**src/rtl/ysyx_25020037_wbu_commit.sv**
```systemverilog
// Write-back/commit stage: captures one finished instruction, hands the GPR write to
// the register-file stage, then issues the next PC to the IFU and counts retirement.
module ysyx_25020037_wbu_commit #(
  parameter logic [31:0] RESET_PC = 32'h8000_0000,
  parameter int          CNT_W    = 64
) (
  input  logic             clk,
  input  logic             rst,
  input  logic             lsu_valid,
  output logic             wbu_ready,
  input  logic [31:0]      lsu_pc,
  input  logic [31:0]      lsu_snpc,
  input  logic [31:0]      lsu_alu_res,
  input  logic [31:0]      lsu_load_data,
  input  logic [31:0]      lsu_csr_rdata,
  input  logic [31:0]      lsu_csr_wdata,
  input  logic [4:0]       lsu_rd,
  input  logic [1:0]       lsu_wb_sel,
  input  logic             lsu_gpr_we,
  input  logic             lsu_ecall,
  input  logic             lsu_mret,
  input  logic             lsu_ebreak,
  input  logic [31:0]      mtvec,
  input  logic [31:0]      mepc,
  output logic             wbu_valid,
  output logic             gpr_we,
  input  logic             gpr_ready,
  output logic [32:0]      wu_to_gu_bus,
  output logic [31:0]      csr_wcsr_data,
  output logic [31:0]      npc,
  output logic             npc_valid,
  input  logic             ifu_ready,
  output logic             halt,
  output logic [CNT_W-1:0] retire_cnt
);

  typedef enum logic [1:0] {IDLE, WB, REDIR, HALT} state_e;

  state_e             state_q, state_d;
  logic               wbu_ready_q, wbu_ready_d;
  logic               wbu_valid_q, wbu_valid_d;
  logic               npc_valid_q, npc_valid_d;
  logic               halt_q, halt_d;
  logic [31:0]        npc_q, npc_d;
  logic [CNT_W-1:0]   retire_cnt_q, retire_cnt_d;
  logic [32:0]        bus_q, bus_d;
  logic [31:0]        csr_wdata_q, csr_wdata_d;
  logic [31:0]        snpc_q, snpc_d;
  logic               ecall_q, ecall_d;
  logic               mret_q, mret_d;
  logic               ebreak_q, ebreak_d;

  logic [31:0]        wdata_sel;
  logic [31:0]        redir_pc;

  always_comb begin
    unique case (lsu_wb_sel)
      2'd0:    wdata_sel = lsu_alu_res;
      2'd1:    wdata_sel = lsu_load_data;
      2'd2:    wdata_sel = lsu_csr_rdata;
      default: wdata_sel = lsu_pc + 32'd4;
    endcase
  end

  // mtvec/mepc are read live during REDIR so a CSR update made by this very
  // instruction's write-back is already visible.
  always_comb begin
    if (ecall_q)     redir_pc = mtvec;
    else if (mret_q) redir_pc = mepc;
    else             redir_pc = snpc_q;
  end

  always_comb begin
    state_d      = state_q;
    wbu_ready_d  = wbu_ready_q;
    wbu_valid_d  = wbu_valid_q;
    npc_valid_d  = npc_valid_q;
    halt_d       = halt_q;
    npc_d        = npc_q;
    retire_cnt_d = retire_cnt_q;
    bus_d        = bus_q;
    csr_wdata_d  = csr_wdata_q;
    snpc_d       = snpc_q;
    ecall_d      = ecall_q;
    mret_d       = mret_q;
    ebreak_d     = ebreak_q;
    unique case (state_q)
      IDLE: if (lsu_valid) begin
        bus_d       = {lsu_gpr_we & (lsu_rd != 5'd0), wdata_sel};
        csr_wdata_d = lsu_csr_wdata;
        snpc_d      = lsu_snpc;
        ecall_d     = lsu_ecall;
        mret_d      = lsu_mret;
        ebreak_d    = lsu_ebreak;
        wbu_ready_d = 1'b0;
        wbu_valid_d = 1'b1;
        state_d     = WB;
      end
      WB: if (gpr_ready) begin
        wbu_valid_d = 1'b0;
        npc_valid_d = 1'b1;
        state_d     = REDIR;
      end
      REDIR: if (ifu_ready) begin
        npc_valid_d  = 1'b0;
        npc_d        = redir_pc;
        retire_cnt_d = retire_cnt_q + CNT_W'(1);
        if (ebreak_q) begin
          halt_d  = 1'b1;
          state_d = HALT;
        end else begin
          wbu_ready_d = 1'b1;
          state_d     = IDLE;
        end
      end
      default: ;
    endcase
  end

  always_ff @(posedge clk or posedge rst) begin
    if (rst) begin
      state_q      <= IDLE;
      wbu_ready_q  <= 1'b1;
      wbu_valid_q  <= 1'b0;
      npc_valid_q  <= 1'b0;
      halt_q       <= 1'b0;
      npc_q        <= RESET_PC;
      retire_cnt_q <= '0;
      bus_q        <= '0;
      csr_wdata_q  <= '0;
      snpc_q       <= '0;
      ecall_q      <= 1'b0;
      mret_q       <= 1'b0;
      ebreak_q     <= 1'b0;
    end else begin
      state_q      <= state_d;
      wbu_ready_q  <= wbu_ready_d;
      wbu_valid_q  <= wbu_valid_d;
      npc_valid_q  <= npc_valid_d;
      halt_q       <= halt_d;
      npc_q        <= npc_d;
      retire_cnt_q <= retire_cnt_d;
      bus_q        <= bus_d;
      csr_wdata_q  <= csr_wdata_d;
      snpc_q       <= snpc_d;
      ecall_q      <= ecall_d;
      mret_q       <= mret_d;
      ebreak_q     <= ebreak_d;
    end
  end

  assign wbu_ready     = wbu_ready_q;
  assign wbu_valid     = wbu_valid_q;
  assign gpr_we        = wbu_valid_q & bus_q[32];
  assign wu_to_gu_bus  = bus_q;
  assign csr_wcsr_data = csr_wdata_q;
  assign npc           = (state_q == REDIR) ? redir_pc : npc_q;
  assign npc_valid     = npc_valid_q;
  assign halt          = halt_q;
  assign retire_cnt    = retire_cnt_q;

endmodule

```
**config.mk**
```make
export PLATFORM = sky130hd
export DESIGN_NAME = ysyx_25020037_wbu_commit
export DESIGN_NICKNAME = d
export VERILOG_FILES = /design/src/rtl/ysyx_25020037_wbu_commit.sv
export SDC_FILE = /design/constraint.sdc
export NUM_CORES = 1
export LEC_CHECK = 0
export ABC_AREA = 1
export BUFFER_PORTS_ARGS = -buffer_cell sky130_fd_sc_hd__buf_2
export CORE_AREA = 2 2 171 173
export CTS_CLUSTER_DIAMETER = 40
export DETAILED_ROUTE_END_ITERATION = 7
export DIE_AREA = 0 0 173 175
export MAX_ROUTING_LAYER = met4
export PLACE_DENSITY = 0.67
export SYNTH_ARGS = -nofsm -noshare
export SYNTH_HDL_FRONTEND = slang
export SYNTH_SLANG_ARGS = --single-unit
```
**constraint.sdc**
```tcl
create_clock -name clk -period 13 [get_ports clk]
set_input_delay 0 -clock clk [delete_from_list [all_inputs] [get_ports clk]]
set_output_delay 0 -clock clk [all_outputs]
set_load 0.02 [all_outputs]
```
* After elaboration in Yosys (flattened, before gate mapping)
Index checks and enable logic that the tools add are counted.
** Word-level totals
- Bits in registers :: 202
- Input bits :: 272
- Output and inout port bits :: 166
** Cells by class
- $add $sub $neg :: 2
- Equal/unequal tests :: 8
- Mux-type cells :: 19
- Bitwise operators :: 2
- Reduce and logical (&&, ||, !) cells :: 14
** Operators by type and width (count)
- 32-bit 2-to-1 mux :: 3
- 32-bit case mux with 3 select lines :: 1
- 64-bit by 1-bit adder with 64-bit output (second input constant) :: 1
- 32-bit by 3-bit adder with 32-bit output (second input constant) :: 1
- 3-bit AND reduction :: 3
- 2-bit 2-to-1 mux :: 4
- 2-bit != test (second input constant) :: 4
- 4-bit AND reduction :: 2
- 1-bit 2-to-1 mux :: 7
- 1-bit case mux with 2 select lines :: 3
- 2-bit case mux with 3 select lines :: 1
- 2-bit nonzero test :: 3
- 5-bit nonzero test :: 1
- 2-bit by 1-bit equality test with 1-bit output (second input constant) :: 2
- 2-bit equality test (second input constant) :: 2
- 2-bit logical NOT :: 2
- 2-bit AND reduction :: 2
- 3-bit nonzero test :: 1
- 1-bit AND :: 2

* Logic depth before layout (Yosys ltp)
Gate-level depths: netlist of the first run.
- Depth in word-level cells :: 3
- Mapped depth :: 11
- Gate-level depth less buffers :: 11

* Worst setup path after synthesis of the first run
OpenSTA, ideal clock, no wires.
- Path type :: reg2reg
- Start :: register state_q[0]
- End :: register retire_cnt_q[62], in the netlist retire_cnt[62]
- Arrival time :: 1554 ps
- Required time :: 12883 ps
- Path slack :: 11328 ps
- Cell stages (with the launch flop) :: 12
- Path buffers :: 0
- Period minus slack after synthesis :: 1672 ps
- Cells stage by stage :: dfrtp_1 > inv_1 > ha_1 > nand2_4 > clkinv_4 > nand3_4 > nor2_4 > nand2_4 > nor2_4 > nand2_1 > nand2_1 > nand2_1
** On the way
- Cells in the longest elaborated chain, start to end :: 2
** RTL lines
- start: declaration :: line 39 : state_e state_q, state_d;
- start signal: assignment :: line 136 : state_q <= state_d;
- 2-bit equality test :: line 87 : unique case (state_q)
- 2-bit AND reduction (no line)
- end signal: assignment :: line 142 : retire_cnt_q <= retire_cnt_d;
- end: declaration :: line 45 : logic [CNT_W-1:0] retire_cnt_q, retire_cnt_d;
Every way passes these cells.
A chain may end at the register's enable or synchronous reset.

* Worst setup path in the final report of the first run
- Start :: register mret_q
- End :: register npc_q[31]
** On the way
- Cells in the longest elaborated chain, start to end :: 2
** RTL lines
- start: declaration :: line 50 : logic mret_q, mret_d;
- start signal: assignment :: line 147 : mret_q <= mret_d;
- 32-bit 2-to-1 mux :: line 69 : else if (mret_q) redir_pc = mepc;
- 32-bit 2-to-1 mux :: line 68 : if (ecall_q) redir_pc = mtvec;
- end signal: assignment :: line 141 : npc_q <= npc_d;
- end: declaration :: line 44 : logic [31:0] npc_q, npc_d;
Every way passes these cells.

==> results.sh, run 1 <==
export IMPL_swShare_pct=39.3
export IMPL_final_common_cell="nand2_1"
export IMPL_fmaxAchievable_mhz=288
export IMPL_finalSetupViolCount=0
export IMPL_routabilityCongestion=0.992
export IMPL_wl_um=42100
export IMPL_cts_root_buffer="clkbuf_16"
export IMPL_synth_flop_cell="dfrtp_1"
export IMPL_cp_end_kind="flip-flop"
export IMPL_p_clk_share_pct=28.8
export IMPL_slew_headroom_pct=15.3
export IMPL_synthCells=1575
export IMPL_ys_warnings_count=0
export IMPL_routed_top_layer="met4"
export IMPL_holdWs_ns=-0.0123
export IMPL_grt_total_usage_pct=28.4
export IMPL_p_comb_share_pct=40.6
export IMPL_yosysSeqAreaShare_pct=44.7
export IMPL_fin_crit_ns=3.48
export IMPL_violations="hold timing"
export IMPL_placementRows=62
export IMPL_postCtsResizedCells=0
export IMPL_clock_skew_ns=0.0169
export IMPL_reg2reg_depth=6
export IMPL_drive_above_1_share_pct=24.8
export IMPL_drv_cap=0
export IMPL_viasPerCell=4.96
export IMPL_cts_sinks=202
export IMPL_routed_wl_met2_um=20400
export IMPL_ys_types=45
export IMPL_critPathKind="reg -> reg"
export IMPL_worst_hold_path_endpoint="npc_q[24]"
export IMPL_clkTransAtPathRegs_ns=0.06
export IMPL_grt_overflow_total=0
export IMPL_rsz0062_at_grt="no"
export IMPL_portBuffers=437
export IMPL_core_area_um2=28400
export IMPL_dr_pass1_iters=5
export IMPL_area_growth_pct=52.1
export IMPL_final_cell_mix="nand2_1, buf_2, dlygate4sd3_1"
export IMPL_irDropWorstVdd_mv=0.109
export IMPL_clk_path_buf_depth=3
export IMPL_min_path_type="in -> reg"
export IMPL_ys_ff_latch=202
export IMPL_period_share_pct=26.8
export IMPL_drv_slew=0
export IMPL_p_leak_uw=0.00901
export IMPL_antenna_found_initial=2
export IMPL_worstPathRequired_ns=13.38
export IMPL_crit_path_max_fanout=33
export IMPL_synth_edf_count=0
export IMPL_worstPathArrival_ns=3.86
export IMPL_io_pins=438
export IMPL_cts_buffers=35
export IMPL_wl_per_cell_um=16.0
export IMPL_synth_nets=1853
export IMPL_start_util_pct=39.8
export IMPL_dieArea_um2=30300
export IMPL_r2r_start="mret_q"
export IMPL_dp_hpwl_um=29600
export IMPL_fin_nets=2494
export IMPL_fin_util_pct=60.6
export IMPL_cts_tree="done"
export IMPL_die_width_um=173
export IMPL_intPower_uw=1950
export IMPL_clk_latency_ns=0.50
export IMPL_status="finished with violations"
export IMPL_min_delay_start="mepc[24]"
export IMPL_ant_nets=0
export IMPL_syn_area_per_cell_um2=7.18
export IMPL_num_vias=13000
export IMPL_htree_levels=2
export IMPL_die_h_um=175
export IMPL_timing_rr_end="npc_q[31]"
export IMPL_grt_max_degree=132
export IMPL_ys_async_sr_fraction_pct=100
export IMPL_crit_path_start_kind="flip-flop"
export IMPL_total_power_uw=3210
export IMPL_drt_iter0_drc=938
export IMPL_wl_met3_um=2690
export IMPL_power_density_nw_per_um2=187
export IMPL_grt_pass1_wl_um=67900
export IMPL_wl_met1_um=17400
export IMPL_tightest_slew_ns=1.27
export IMPL_rrSetupSlack_ns=9.52
export IMPL_hold_depth=5
export IMPL_hold_violations=1
export IMPL_setup_tns_ns=0
export IMPL_p_sw_uw=1260
export IMPL_first_global_vias=13000
export IMPL_syn_area_um2=11300
export IMPL_post_route_drc_count=0
export IMPL_power_frac_seq_pct=30.7
registers in the layout, summed over array words and instances (netlist names):
register       count
snpc_q            32
wbu_valid          1
halt               1
npc_valid          1
state_q            2
wu_to_gu_bus      33
mret_q             1
csr_wcsr_data     32
retire_cnt        64
ecall_q            1
ebreak_q           1
wbu_ready          1
npc_q             32
how the worst max path moves through the flow:
stage,startpoint,end,depth (start not counted)
2_1_floorplan,rst,csr_wcsr_data[0],1
3_3_place_gp,mret_q,npc[31],6
3_5_place_dp,mret_q,npc[31],6
4_1_cts,mret_q,npc[31],6
5_1_grt,mret_q,npc[21],6
6_report,mret_q,npc_q[31],6
worst max-delay path: stages, from the launching register on:
cell and delay, ns:
dfrtp_1 1.15, inv_1 0.89, nand2_1 0.34, nand3_1 0.09, o21ai_0 0.18, dlygate4sd3_1 0.62, o21ai_0 0.09
power groups by stage:
| stage | clock [uW] | combinational, uW | sequential [uW] |
|---|---|---|---|
| floorplan | 0 | 572 | 1080 |
| global placement | 0 | 1040 | 983 |
| detailed placement | 0 | 1070 | 982 |
| CTS | 942 | 1280 | 978 |
| global route | 972 | 1420 | 1010 |
| finish | 924 | 1300 | 984 |
through the flow:
stage	setup slack [ns]	hold slack, ns	instance area (um^2)	std cells
6_report	9.52	-0.0123	17200	2626
5_1_grt	9.32	0.00697	17200	2626
4_1_cts	9.64	0.00516	17200	2624
3_5_place_dp	10.17	0.196	13800	2342
3_3_place_gp	10.19	0.194	13800	2342
2_1_floorplan	7.49	0.110	11300	1575
layer usage:
layer | GRT usage, % | vias up
li1 | - | 6304
met1 | 35.1 | 6059
met2 | 47.4 | 570
met3 | 4.29 | 103
met4 | 10.7 | 0
met5 | - | -
final cells by class:
| cell class | count | area [um^2] |
|---|---|---|
| inverters | 94 | 367 |
| fillers | 2579 | 11200 |
| well taps | 384 | 480 |
| flip-flops and latches | 202 | 5060 |
| diodes | 2 | 5.00 |
| multi-input cells | 1219 | 5670 |
| clock buffers | 38 | 887 |
| clock inverters | 23 | 283 |
| repair buffers | 664 | 4440 |
cell usage after synthesis (5+ instances only):
master    count  share of area (%)
buf_1         6               0.20
o21ai_1       8               0.35
nor3_1       14               0.62
nand3b_1     14               0.93
nand2_1     686                 23
a21oi_1      32                1.4
nor2_2       10               0.55
buf_2         7               0.31
xor2_1       28                2.2
nand2_2       7               0.39
o21ai_0     112                5.0
nand4_1      16               0.89
clkbuf_1     47                1.6
nand3_1      77                3.4
xnor2_1      21                1.6
nor2_1      126                4.2
dfrtp_1     200                 44
nor2_4        9               0.90
ha_1          6               0.66
inv_2         5               0.17
inv_1        86                2.9
a211oi_1     22                1.5
logic make-up (layout without fill, tap and decap cells):
| group | Yosys count | in the layout | share of synthesized area (%) |
|---|---|---|---|
| AND/OR/NAND/NOR | 980 | 980 | 36.7 |
| XOR/XNOR | 49 | 49 | 3.80 |
| flip-flops | 202 | 202 | 44.7 |
| other | 0 | 2 | 0 |
| AO/OA/AOI/OAI | 184 | 184 | 8.90 |
| adder cells (fa/ha/maj) | 6 | 6 | 0.664 |
| buffers and inverters | 154 | 819 | 5.23 |
timing repair:
action                    CTS  global route
hold endpoints to repair  264             0
buffers inserted            0             0
hold buffers              221             0
No activity file was read; power rests on OpenSTA's default activity.
==> run 2: changes to the inputs <==
==> config.mk (replaced) <==
export PLATFORM = sky130hd
export DESIGN_NAME = ysyx_25020037_wbu_commit
export DESIGN_NICKNAME = d
export VERILOG_FILES = /design/src/rtl/ysyx_25020037_wbu_commit.sv
export SDC_FILE = /design/constraint.sdc
export NUM_CORES = 1
export LEC_CHECK = 0
export ABC_AREA = 0
export BUFFER_PORTS_ARGS = -buffer_cell sky130_fd_sc_hd__buf_2
export CORE_AREA = 2 2 169 171
export CTS_CLUSTER_DIAMETER = 40
export DETAILED_ROUTE_END_ITERATION = 7
export DIE_AREA = 0 0 171 173
export MAX_ROUTING_LAYER = met4
export PLACE_DENSITY = 0.66
export SYNTH_ARGS = -nofsm -noshare
export SYNTH_HDL_FRONTEND = slang
export SYNTH_SLANG_ARGS = --single-unit
==> constraint.sdc (replaced) <==
create_clock -name clk -period 3.3 [get_ports clk]
set_input_delay 0 -clock clk [delete_from_list [all_inputs] [get_ports clk]]
set_output_delay 0 -clock clk [all_outputs]
set_load 0.02 [all_outputs]
==> results.sh, run 2 <==
export IMPL_period_share_pct=84.2
export IMPL_postCtsResizedCells=0
export IMPL_irDropWorstVdd_mv=0.430
export IMPL_post_cts_buffers=0
export IMPL_area_growth_pct=56.0
export IMPL_worstPathArrival_ns=3.16
export IMPL_ant_nets=0
export IMPL_slowest_stage="nor4_2"
export IMPL_tightest_slew_ns=0.989
export IMPL_wl_per_cell_um=16.7
export IMPL_placementRows=61
export IMPL_num_vias=11000
export IMPL_status="finished, final reports clean"
export IMPL_largest_reg_flops=64
export IMPL_routabilityCongestion=0.871
export IMPL_regArea_um2=5060
export IMPL_crit_path_start_kind="input port"
export IMPL_placed_cells=1945
export IMPL_hold_violations=0
export IMPL_fmaxAchievable_mhz=360
export IMPL_antenna_found_initial=4
export IMPL_clk_latency_ns=0.51
export IMPL_post_route_drc_count=0
export IMPL_grt_pass1_wl_um=58000
export IMPL_synth_area_leaders="dfrtp_1, nand2_1, mux2i_1, xor2_1, mux2_2"
export IMPL_ys_warnings_count=0
export IMPL_grt_total_usage_pct=25.1
export IMPL_drt_iter0_drc=678
export IMPL_rsz0062_at_grt="no"
export IMPL_instances_no_fill=2215
export IMPL_critical_path_buf_inv_count=3
export IMPL_dieArea_um2=29600
export IMPL_core_area_um2=27600
export IMPL_wl_um=37000
export IMPL_slew_headroom_pct=33.5
export IMPL_grt_overflow_total=0
export IMPL_yosysMostFrequentCell="nand2_1"
export IMPL_dr_pass1_iters=5
export IMPL_cts_root_buffer="clkbuf_16"
export IMPL_yosysSeqAreaShare_pct=47.8
export IMPL_power_density_nw_per_um2=759
export IMPL_viasPerCell=4.99
export IMPL_drv_slew=0
export IMPL_ys_types=45
export IMPL_min_path_type="in -> reg"
export IMPL_synth_flop_cell="dfrtp_1"
export IMPL_synth_edf_count=0
export IMPL_cp_cell_sequence="buf_2 -> ha_1 -> nand2_1 -> nor4_2 -> nand3_1 -> xnor2_1 -> dlygate4sd3_1 -> a221o_1 -> dlygate4sd3_1"
export IMPL_clkTransAtPathRegs_ns=0.05
export IMPL_clk_path_buf_depth=3
export IMPL_p_leak_uw=0.00854
export IMPL_synth_largest_area_cell="dfrtp_1"
export IMPL_fin_crit_ns=2.78
export IMPL_synthTopCellsByCount="nand2_1, dfrtp_1, mux2i_1"
export IMPL_cts_hold_buffers=199
export IMPL_critPathKind="in -> reg"
export IMPL_grt_max_degree=94
export IMPL_cp_end_kind="flip-flop"
export IMPL_syn_area_per_cell_um2=9.02
export IMPL_crit_path_max_fanout=9
export IMPL_ys_async_sr_fraction_pct=100
export IMPL_synth_top_area_share_pct=47.3
export IMPL_nFillCells=2363
export IMPL_cts_tree="done"
export IMPL_clock_skew_ns=0.0218
export IMPL_final_cell_mix="buf_2, nand2_1, dfrtp_1, dlygate4sd3_1, mux2i_1"
export IMPL_cts_buffers=37
export IMPL_ys_ff_latch=202
export IMPL_io_pins=438
export IMPL_finalSetupViolCount=0
export IMPL_crit_top_cell="dlygate4sd3_1"
export IMPL_drive_above_1_share_pct=31.8
export IMPL_slowest_delay_ns=0.88
export IMPL_syn_area_um2=10600
export IMPL_die_h_um=173
export IMPL_portBuffers=437
export IMPL_dp_hpwl_um=25000
export IMPL_worstPathRequired_ns=3.68
export IMPL_setup_tns_ns=0
export IMPL_synthCells=1174
export IMPL_synth_nets=1452
export IMPL_final_common_cell="buf_2"
export IMPL_cts_sinks=202
export IMPL_htree_levels=2
export IMPL_die_width_um=171
export IMPL_cpLargestDelayFamily="simple AND/OR/NAND/NOR gates"
export IMPL_multi_input_area_um2=5250
export IMPL_fin_util_pct=59.8
export IMPL_total_power_uw=12500
export IMPL_start_util_pct=38.3
export IMPL_fin_nets=2083
export IMPL_first_global_vias=11300
export IMPL_drv_cap=0
==> run 2: worst register-to-register path: stages (launching register included) <==
cell	delay (ns)
dfrtp_1	0.41
inv_1	0.11
ha_1	0.27
and2_4	0.47
nand2_1	0.46
o221ai_1	0.33
dlygate4sd3_1	0.59
==> run 2: path summary, 6_finish.rpt <==
path	startpoint	end	slack, ns	cells after the start
max in group asynchronous	rst	csr_wcsr_data[6]	2.07	4
setup / recovery	lsu_pc[2]	wu_to_gu_bus[18]	0.52	9
setup reg to reg	state_q[0]	wu_to_gu_bus[15]	0.58	6
hold reg to reg	csr_wcsr_data[21]	csr_wcsr_data[21]	0.46	2
min in group asynchronous	rst	retire_cnt[14]	0.24	3
hold / removal	mepc[15]	npc_q[15]	0.006	5
==> run 2: final cells by class <==
| cell class | instances | share of cell area, % |
|---|---|---|
| multi-input combinational | 893 | 31.8 |
| sequential | 202 | 30.6 |
| timing repair buffer | 651 | 26.2 |
| clock buffer | 42 | 5.78 |
| tap | 378 | 2.86 |
| clock inverter | 25 | 2.22 |
| inverter | 20 | 0.477 |
| antenna | 4 | 0.0606 |
==> run 2: where the power goes <==
part	internal, uW	switching (uW)
logic	1930	2720
clock network	2660	1360
registers	3270	590
==> run 2: cells by family after synthesis <==
logic type,synth area share [%]
simple gates,25.2
flops,47.8
compound gates,5.67
mux,10.3
xor+xnor,7.53
buf+inv,2.82
fa+ha+maj,0.709
==> run 2: routing by layer <==
| layer | track usage [%] | wire [um] | vias up |
|---|---|---|---|
| li1 | - | - | 5232 |
| met1 | 27.8 | 14400 | 5215 |
| met2 | 42.6 | 18400 | 457 |
| met3 | 4.58 | 2060 | 140 |
| met4 | 13.6 | 2130 | 0 |
| met5 | - | 0 | - |
==> run 2: per-stage QoR <==
stage	cell area, um^2	hold WS (ns)	worst slack [ns]
after floorplan	10600	0.105	0.685
after global placement	13200	0.190	1.01
after detailed placement	13200	0.194	0.918
after CTS	16500	0.00121	0.594
after global routing	16500	0.0389	0.392
final	16500	0.00613	0.522
